File: config.mk
export PLATFORM = sky130hd
export DESIGN_NAME = alu_seq_issue_flat
export DESIGN_NICKNAME = d
export VERILOG_FILES = /design/src/rtl/alu_pkg.sv /design/src/rtl/alu_seq_issue_if.sv /design/src/rtl/alu_seq_issue.sv /design/src/flat_wrapper.sv
export SDC_FILE = /design/constraint.sdc
export NUM_CORES = 1
export LEC_CHECK = 0
export ABC_AREA = 1
export CORE_AREA = 2 2 237 239
export CTS_BUF_LIST = sky130_fd_sc_hd__clkbuf_16
export DETAILED_ROUTE_END_ITERATION = 16
export DIE_AREA = 0 0 239 241
export GPL_TIMING_DRIVEN = 1
export PLACE_DENSITY = 0.59
export SLEW_MARGIN = 15
export SYNTH_ARGS = -nofsm -noshare
export SYNTH_HDL_FRONTEND = slang
export SYNTH_SLANG_ARGS = --single-unit
File: constraint.sdc
create_clock -name clk -period 5.5 [get_ports clk]
set_clock_uncertainty 0.2 [all_clocks]
set_input_delay 1.1 -clock clk [delete_from_list [all_inputs] [get_ports clk]]
set_output_delay 1.1 -clock clk [all_outputs]
set_load 0.02 [all_outputs]
File: src/rtl/alu_pkg.sv
// Shared definitions for the ALU issue sequencer.
//   - ALU operation encodings
//   - sequencer state enum
//   - default ALU datapath width
package alu_pkg;

    localparam int HALF_W_DEF = 64;

    localparam logic [1:0] ALU_ADD = 2'b00;
    localparam logic [1:0] ALU_SUB = 2'b01;
    localparam logic [1:0] ALU_AND = 2'b10;
    localparam logic [1:0] ALU_XOR = 2'b11;

    typedef enum logic [2:0] {
        IDLE = 3'd0,
        LO   = 3'd1,
        HI   = 3'd2,
        FIX  = 3'd3,
        RESP = 3'd4
    } seq_state_e;

    // add/sub propagate a carry/borrow between halves; and/xor do not
    function automatic logic is_arith(input logic [1:0] op);
        return (op == ALU_ADD) || (op == ALU_SUB);
    endfunction

endpackage

File: src/rtl/alu_seq_issue_if.sv
// Request/response channels between execute-stage control and the ALU
// issue sequencer.
//   master : requester (drives req_*, rsp_ready)
//   slave  : sequencer (drives req_ready, rsp_*)
interface alu_seq_issue_if #(
    parameter int HALF_W = 64
);
    logic                  req_valid;
    logic                  req_ready;
    logic [1:0]            req_op;
    logic                  req_wide;
    logic [2*HALF_W-1:0]   req_a;
    logic [2*HALF_W-1:0]   req_b;
    logic                  rsp_valid;
    logic                  rsp_ready;
    logic [2*HALF_W-1:0]   rsp_result;
    logic                  rsp_flag;

    modport master (
        output req_valid, req_op, req_wide, req_a, req_b, rsp_ready,
        input  req_ready, rsp_valid, rsp_result, rsp_flag
    );

    modport slave (
        input  req_valid, req_op, req_wide, req_a, req_b, rsp_ready,
        output req_ready, rsp_valid, rsp_result, rsp_flag
    );
endinterface

File: src/rtl/alu_seq_issue.sv
// Issuing-side sequencer for a HALF_W-bit combinational ALU. Accepts narrow
// (HALF_W) or wide (2*HALF_W) requests, runs the ALU for one to three passes
// and returns the assembled result with carry/borrow flag.
//   clk, rst_n        : clock, async active-low reset
//   bus (slave)       : request/response handshake channels
//   alu_operation/a/b : drive to ALU
//   alu_out/alu_flag  : result from ALU
//   done_count        : completed responses, wrapping
//
// state | meaning
// IDLE  | ready for a request, ALU ports parked at 0
// LO    | low half on the ALU
// HI    | high half on the ALU (wide only)
// FIX   | high result +/-1 to absorb the low-half carry/borrow
// RESP  | response held until rsp_ready
module alu_seq_issue
    import alu_pkg::*;
#(
    parameter int HALF_W = HALF_W_DEF,
    parameter int CNT_W  = 16
) (
    input  logic               clk,
    input  logic               rst_n,
    alu_seq_issue_if.slave     bus,
    output logic [1:0]         alu_operation,
    output logic [HALF_W-1:0]  alu_a,
    output logic [HALF_W-1:0]  alu_b,
    input  logic [HALF_W-1:0]  alu_out,
    input  logic               alu_flag,
    output logic [CNT_W-1:0]   done_count
);

    seq_state_e            state_q, state_d;
    logic [1:0]            op_q, op_d;
    logic                  wide_q, wide_d;
    logic [2*HALF_W-1:0]   a_q, a_d;
    logic [2*HALF_W-1:0]   b_q, b_d;
    logic [HALF_W-1:0]     res_lo_q, res_lo_d;
    logic [HALF_W-1:0]     res_hi_q, res_hi_d;
    logic                  c0_q, c0_d;
    logic                  flag_q, flag_d;
    logic [CNT_W-1:0]      done_count_q, done_count_d;

    always_ff @(posedge clk or negedge rst_n) begin
        if (!rst_n) begin
            state_q      <= IDLE;
            op_q         <= ALU_ADD;
            wide_q       <= 1'b0;
            a_q          <= '0;
            b_q          <= '0;
            res_lo_q     <= '0;
            res_hi_q     <= '0;
            c0_q         <= 1'b0;
            flag_q       <= 1'b0;
            done_count_q <= '0;
        end else begin
            state_q      <= state_d;
            op_q         <= op_d;
            wide_q       <= wide_d;
            a_q          <= a_d;
            b_q          <= b_d;
            res_lo_q     <= res_lo_d;
            res_hi_q     <= res_hi_d;
            c0_q         <= c0_d;
            flag_q       <= flag_d;
            done_count_q <= done_count_d;
        end
    end

    always_comb begin
        state_d       = state_q;
        op_d          = op_q;
        wide_d        = wide_q;
        a_d           = a_q;
        b_d           = b_q;
        res_lo_d      = res_lo_q;
        res_hi_d      = res_hi_q;
        c0_d          = c0_q;
        flag_d        = flag_q;
        done_count_d  = done_count_q;
        alu_operation = ALU_ADD;
        alu_a         = '0;
        alu_b         = '0;

        case (state_q)
            IDLE: begin
                if (bus.req_valid) begin
                    op_d     = bus.req_op;
                    wide_d   = bus.req_wide;
                    a_d      = bus.req_a;
                    b_d      = bus.req_b;
                    // narrow responses report a zero upper half
                    res_hi_d = '0;
                    state_d  = LO;
                end
            end
            LO: begin
                alu_operation = op_q;
                alu_a         = a_q[HALF_W-1:0];
                alu_b         = b_q[HALF_W-1:0];
                res_lo_d      = alu_out;
                c0_d          = alu_flag;
                if (wide_q) begin
                    state_d = HI;
                end else begin
                    flag_d  = is_arith(op_q) & alu_flag;
                    state_d = RESP;
                end
            end
            HI: begin
                alu_operation = op_q;
                alu_a         = a_q[2*HALF_W-1:HALF_W];
                alu_b         = b_q[2*HALF_W-1:HALF_W];
                res_hi_d      = alu_out;
                flag_d        = is_arith(op_q) & alu_flag;
                // low-half carry/borrow is folded in by a separate +/-1 pass
                if (is_arith(op_q) && c0_q) begin
                    state_d = FIX;
                end else begin
                    state_d = RESP;
                end
            end
            FIX: begin
                alu_operation = op_q;
                alu_a         = res_hi_q;
                alu_b         = HALF_W'(1);
                res_hi_d      = alu_out;
                flag_d        = flag_q | alu_flag;
                state_d       = RESP;
            end
            RESP: begin
                if (bus.rsp_ready) begin
                    done_count_d = done_count_q + CNT_W'(1);
                    state_d      = IDLE;
                end
            end
            default: begin
                state_d = IDLE;
            end
        endcase
    end

    // ready is masked by reset so nothing is offered while rst_n is low
    assign bus.req_ready  = rst_n && (state_q == IDLE);
    assign bus.rsp_valid  = (state_q == RESP);
    assign bus.rsp_result = {res_hi_q, res_lo_q};
    assign bus.rsp_flag   = flag_q;
    assign done_count     = done_count_q;

endmodule

File: src/flat_wrapper.sv
// flat-port wrapper written by rule: the top's interface ports become plain ports
module alu_seq_issue_flat import alu_pkg::*;
#(
    parameter int HALF_W = HALF_W_DEF,
    parameter int CNT_W  = 16
)
  (clk, rst_n, alu_operation, alu_a, alu_b, alu_out, alu_flag, done_count, bus_req_valid, bus_req_op, bus_req_wide, bus_req_a, bus_req_b, bus_rsp_ready, bus_req_ready, bus_rsp_valid, bus_rsp_result, bus_rsp_flag);
  alu_seq_issue_if #(.HALF_W(HALF_W)) bus_i ();
  input  logic clk;
  input  logic rst_n;
  output logic [1:0] alu_operation;
  output logic [HALF_W-1:0] alu_a;
  output logic [HALF_W-1:0] alu_b;
  input  logic [HALF_W-1:0] alu_out;
  input  logic alu_flag;
  output logic [CNT_W-1:0] done_count;
  input wire logic [$bits(bus_i.req_valid)-1:0] bus_req_valid;
  input wire logic [$bits(bus_i.req_op)-1:0] bus_req_op;
  input wire logic [$bits(bus_i.req_wide)-1:0] bus_req_wide;
  input wire logic [$bits(bus_i.req_a)-1:0] bus_req_a;
  input wire logic [$bits(bus_i.req_b)-1:0] bus_req_b;
  input wire logic [$bits(bus_i.rsp_ready)-1:0] bus_rsp_ready;
  output wire logic [$bits(bus_i.req_ready)-1:0] bus_req_ready;
  output wire logic [$bits(bus_i.rsp_valid)-1:0] bus_rsp_valid;
  output wire logic [$bits(bus_i.rsp_result)-1:0] bus_rsp_result;
  output wire logic [$bits(bus_i.rsp_flag)-1:0] bus_rsp_flag;
  assign bus_i.req_valid = bus_req_valid;
  assign bus_i.req_op = bus_req_op;
  assign bus_i.req_wide = bus_req_wide;
  assign bus_i.req_a = bus_req_a;
  assign bus_i.req_b = bus_req_b;
  assign bus_i.rsp_ready = bus_rsp_ready;
  assign bus_req_ready = bus_i.req_ready;
  assign bus_rsp_valid = bus_i.rsp_valid;
  assign bus_rsp_result = bus_i.rsp_result;
  assign bus_rsp_flag = bus_i.rsp_flag;
  alu_seq_issue #(.HALF_W(HALF_W), .CNT_W(CNT_W)) u_core (.clk(clk), .rst_n(rst_n), .bus(bus_i), .alu_operation(alu_operation), .alu_a(alu_a), .alu_b(alu_b), .alu_out(alu_out), .alu_flag(alu_flag), .done_count(done_count));
endmodule
==> metrics <==
Synth Flop Type dfrtp_1; Logic pwr share 0.500; Critical Path Fanout Max 38; leading area contributor after synthesis dfrtp_1; worst setup slack after layout 0.969 ns; first-pass GRT wire length 90.2 mm; Setup-failing EPs final 0; vias in the first global route between 10000 and 15000; pin count of the biggest net entering global routing 170; total grt overflow 0; routability congestion estimate 0.846; Final #Nets 2369; CTS Sinks 408; Total Die Area around 58000 sq um; io pins just over 600; Achievable Freq roughly 0.22 GHz; largest family of logic cells by synthesized area multiplexers; die width 239 um; CP Class reg -> out; final worst path period share 0.824; gr usage total 0.208; multiplexer share of the synthesized area 0.198; Hold WC Path Type reg -> reg; Net Sw Frac 0.381; Crit. End Element output port; Final Hold Vio Count 0; synth unique cells 29; post-route ant nets 0; CTS tree built; worst IR drop on VDD between 0.0003 and 0.0004 V; cts repair resizes 0; Power Density roughly 650 nW/um^2; Required @ worst endpoint 4.20 ns; DP Worst Slack 1.55 ns; RSZ-0062 raised after global routing false; ys async rst share 1.00; IO buf count ~600; hpwl dp 43.5 mm; # DRC 0; Setup TNS 0 ns; H-tree depth 2; Worst Path Arrival ~3.2 ns; Starting Density 0.326; Flop pwr share 0.322; hold_buf cts 0; Num CTS Buffers 47; core area around 55000 sq um; CTS root buf clkbuf_16; share of layout cells above drive strength 1 0.166; FILL cells 4981; Die Y 241 um; max incr delay on CP 0.68 ns; min Tclk post-route 4.53 ns; max-cap violations 0; Syn-to-layout area delta 44.9%; clock share of power 0.177; Detailed Route Iter0 Violations slightly above 700; clock latency on the worst-skew pair 0.57 ns; critical path, cell by cell inv_2, nand3_4, buf_4, o211ai_1, clkdlybuf4s50_1; final wirelength between 60 and 70 mm; Slew Viols, Final 0; Post-Synth XOR/XNOR Area 0.00489; outcome finished clean; Via density 4.85; deepest clock path buffer count 3; Switch Pwr 6.40 mW; Post-Synthesis Cells 1463; Int Pwr 10.4 mW; register area share after synthesis 0.570; CTS clock-pin slew for the worst setup and hold paths 0.05 ns; top post-synthesis cells by count dfrtp_1, nand2_1, mux2_4; WL per Instance 22.1 um; drt pass-1 iters 5; top post-synthesis cells by area dfrtp_1, mux2_4, mux2_2; EDFF count, synth 0; Syn Area/Cell 12.2 sq um; Synthesized Nets about 1800; most numerous cell in the Yosys netlist dfrtp_1; Post-CTS Repair Setup Buffers 0; Post-Synth Adder-Cell Area 0.000699; register bit total from synthesis 408; Lkg Pwr 11.6 nW; simple-gate share of the synthesized area 0.0630; synthesized cell area 17900 sq um; Yosys warnings 0; post-synthesis compound-gate area fraction 0.101; slowest CP cell clkdlybuf4s50_1; CP startpoint kind flop; Rows 86; Vias 13500; measured slew at the worst slew-check pin 1.01 ns; Max transition margin 0.324; share of the synthesized area in the top cell type 0.570; initial antenna violation count 17
[cells by family (layout without fill, tap and decap cells)]
family                     Yosys count  after routing
DFF                                408            408
and+or+nand+nor                    283            283
AOI/OAI and AO/OA                  266            266
muxes                              257            257
buffers and inverters              238            847
xor gates and xnor gates            10             10
adders and majority gates            1              1
other                                0              4
[state kept, by name (all words and copies together), names as in the netlist]
signal,cells
u_core.a_q,128
u_core.op_q,2
u_core.res_hi_q,64
u_core.bus.rsp_flag,1
u_core.state_q,3
u_core.c0_q,1
u_core.res_lo_q,64
u_core.done_count,16
u_core.b_q,128
u_core.wide_q,1
[stage by stage]
stage / total power [mW] / utilization / hold slack [ns] / area (sq um) / std cells
after global routing: 17.7 / 0.473 / 0.305 / 26000 / 2779
final: 16.8 / 0.473 / 0.280 / 26000 / 2780
after CTS: 17.0 / 0.473 / 0.286 / 25900 / 2776
after floorplan: 10.3 / - / 0.273 / 17900 / 1463
after global placement: 13.8 / 0.447 / 0.266 / 24500 / 2695
after detailed placement: 13.9 / 0.447 / 0.271 / 24500 / 2695
[per-layer routing]
metal	track usage	up-vias	wire length, um
li1	-	6142	-
met1	0.257	6715	25100
met2	0.332	489	28500
met3	0.0820	117	5950
met4	0.0689	20	1750
met5	0	-	127
[final cells by class]
| type | instances | area [sq um] | area share |
|---|---|---|---|
| inverter | 147 | 554 | 0.0214 |
| clock inverter | 33 | 235 | 0.00906 |
| clock buffer | 48 | 1200 | 0.0463 |
| multi-input combinational | 817 | 6630 | 0.255 |
| tap | 704 | 881 | 0.0339 |
| timing repair buffer | 619 | 6240 | 0.240 |
| sequential | 408 | 10200 | 0.393 |
| antenna | 4 | 10.0 | 0.000386 |
[cell usage in the layout, fill, tap and decap left out, types with 2 or more instances in the layout]
cell	n
xnor2_1	5
clkdlybuf4s50_1	603
nand2_1	234
dfrtp_1	408
a22o_1	63
o21ai_0	70
nor2_1	21
mux2_4	176
nor2_4	2
clkinv_2	6
o22ai_1	64
mux2_2	81
nor3_1	4
inv_1	151
nand4_1	6
o211ai_1	64
buf_12	6
nand3b_1	2
nand3_4	2
clkinvlp_4	2
clkinv_1	14
diode_2	4
bufinv_16	3
buf_4	9
nand3_1	7
xor2_1	5
a21oi_1	4
clkbuf_16	48
[critical path: cells and delay by family, from the launching register on]
family                 cells  cell delay [ns]
flip-flops                 1             0.45
buffers and inverters      3             1.37
AO/OA/AOI/OAI              1             0.36
AND/OR/NAND/NOR            1             0.46
[path summary, 6_finish.rpt]
path | startpoint | to | slack [ns] | depth (start not counted)
max | u_core.state_q[2] | alu_a[61] | 0.97 | 5
min | u_core.res_lo_q[58] | u_core.res_lo_q[58] | 0.28 | 2
max reg2reg | u_core.state_q[0] | u_core.res_hi_q[40] | 2.51 | 5
min reg2reg | u_core.res_lo_q[58] | u_core.res_lo_q[58] | 0.28 | 2
max in group asynchronous | rst_n | u_core.b_q[40] | 2.49 | 3
min in group asynchronous | rst_n | u_core.b_q[61] | 0.29 | 1
[power by group through the flow]
stage                     sequential [mW]  combinational, mW  clock [mW]
final                                5.41               8.40        2.98
after global routing                 5.58               8.94        3.19
after CTS                            5.40               8.49        3.07
after detailed placement             5.43               8.44           0
after global placement               5.38               8.38           0
after floorplan                      5.78               4.50           0
Note: power is estimated with default switching activity, not from simulation.
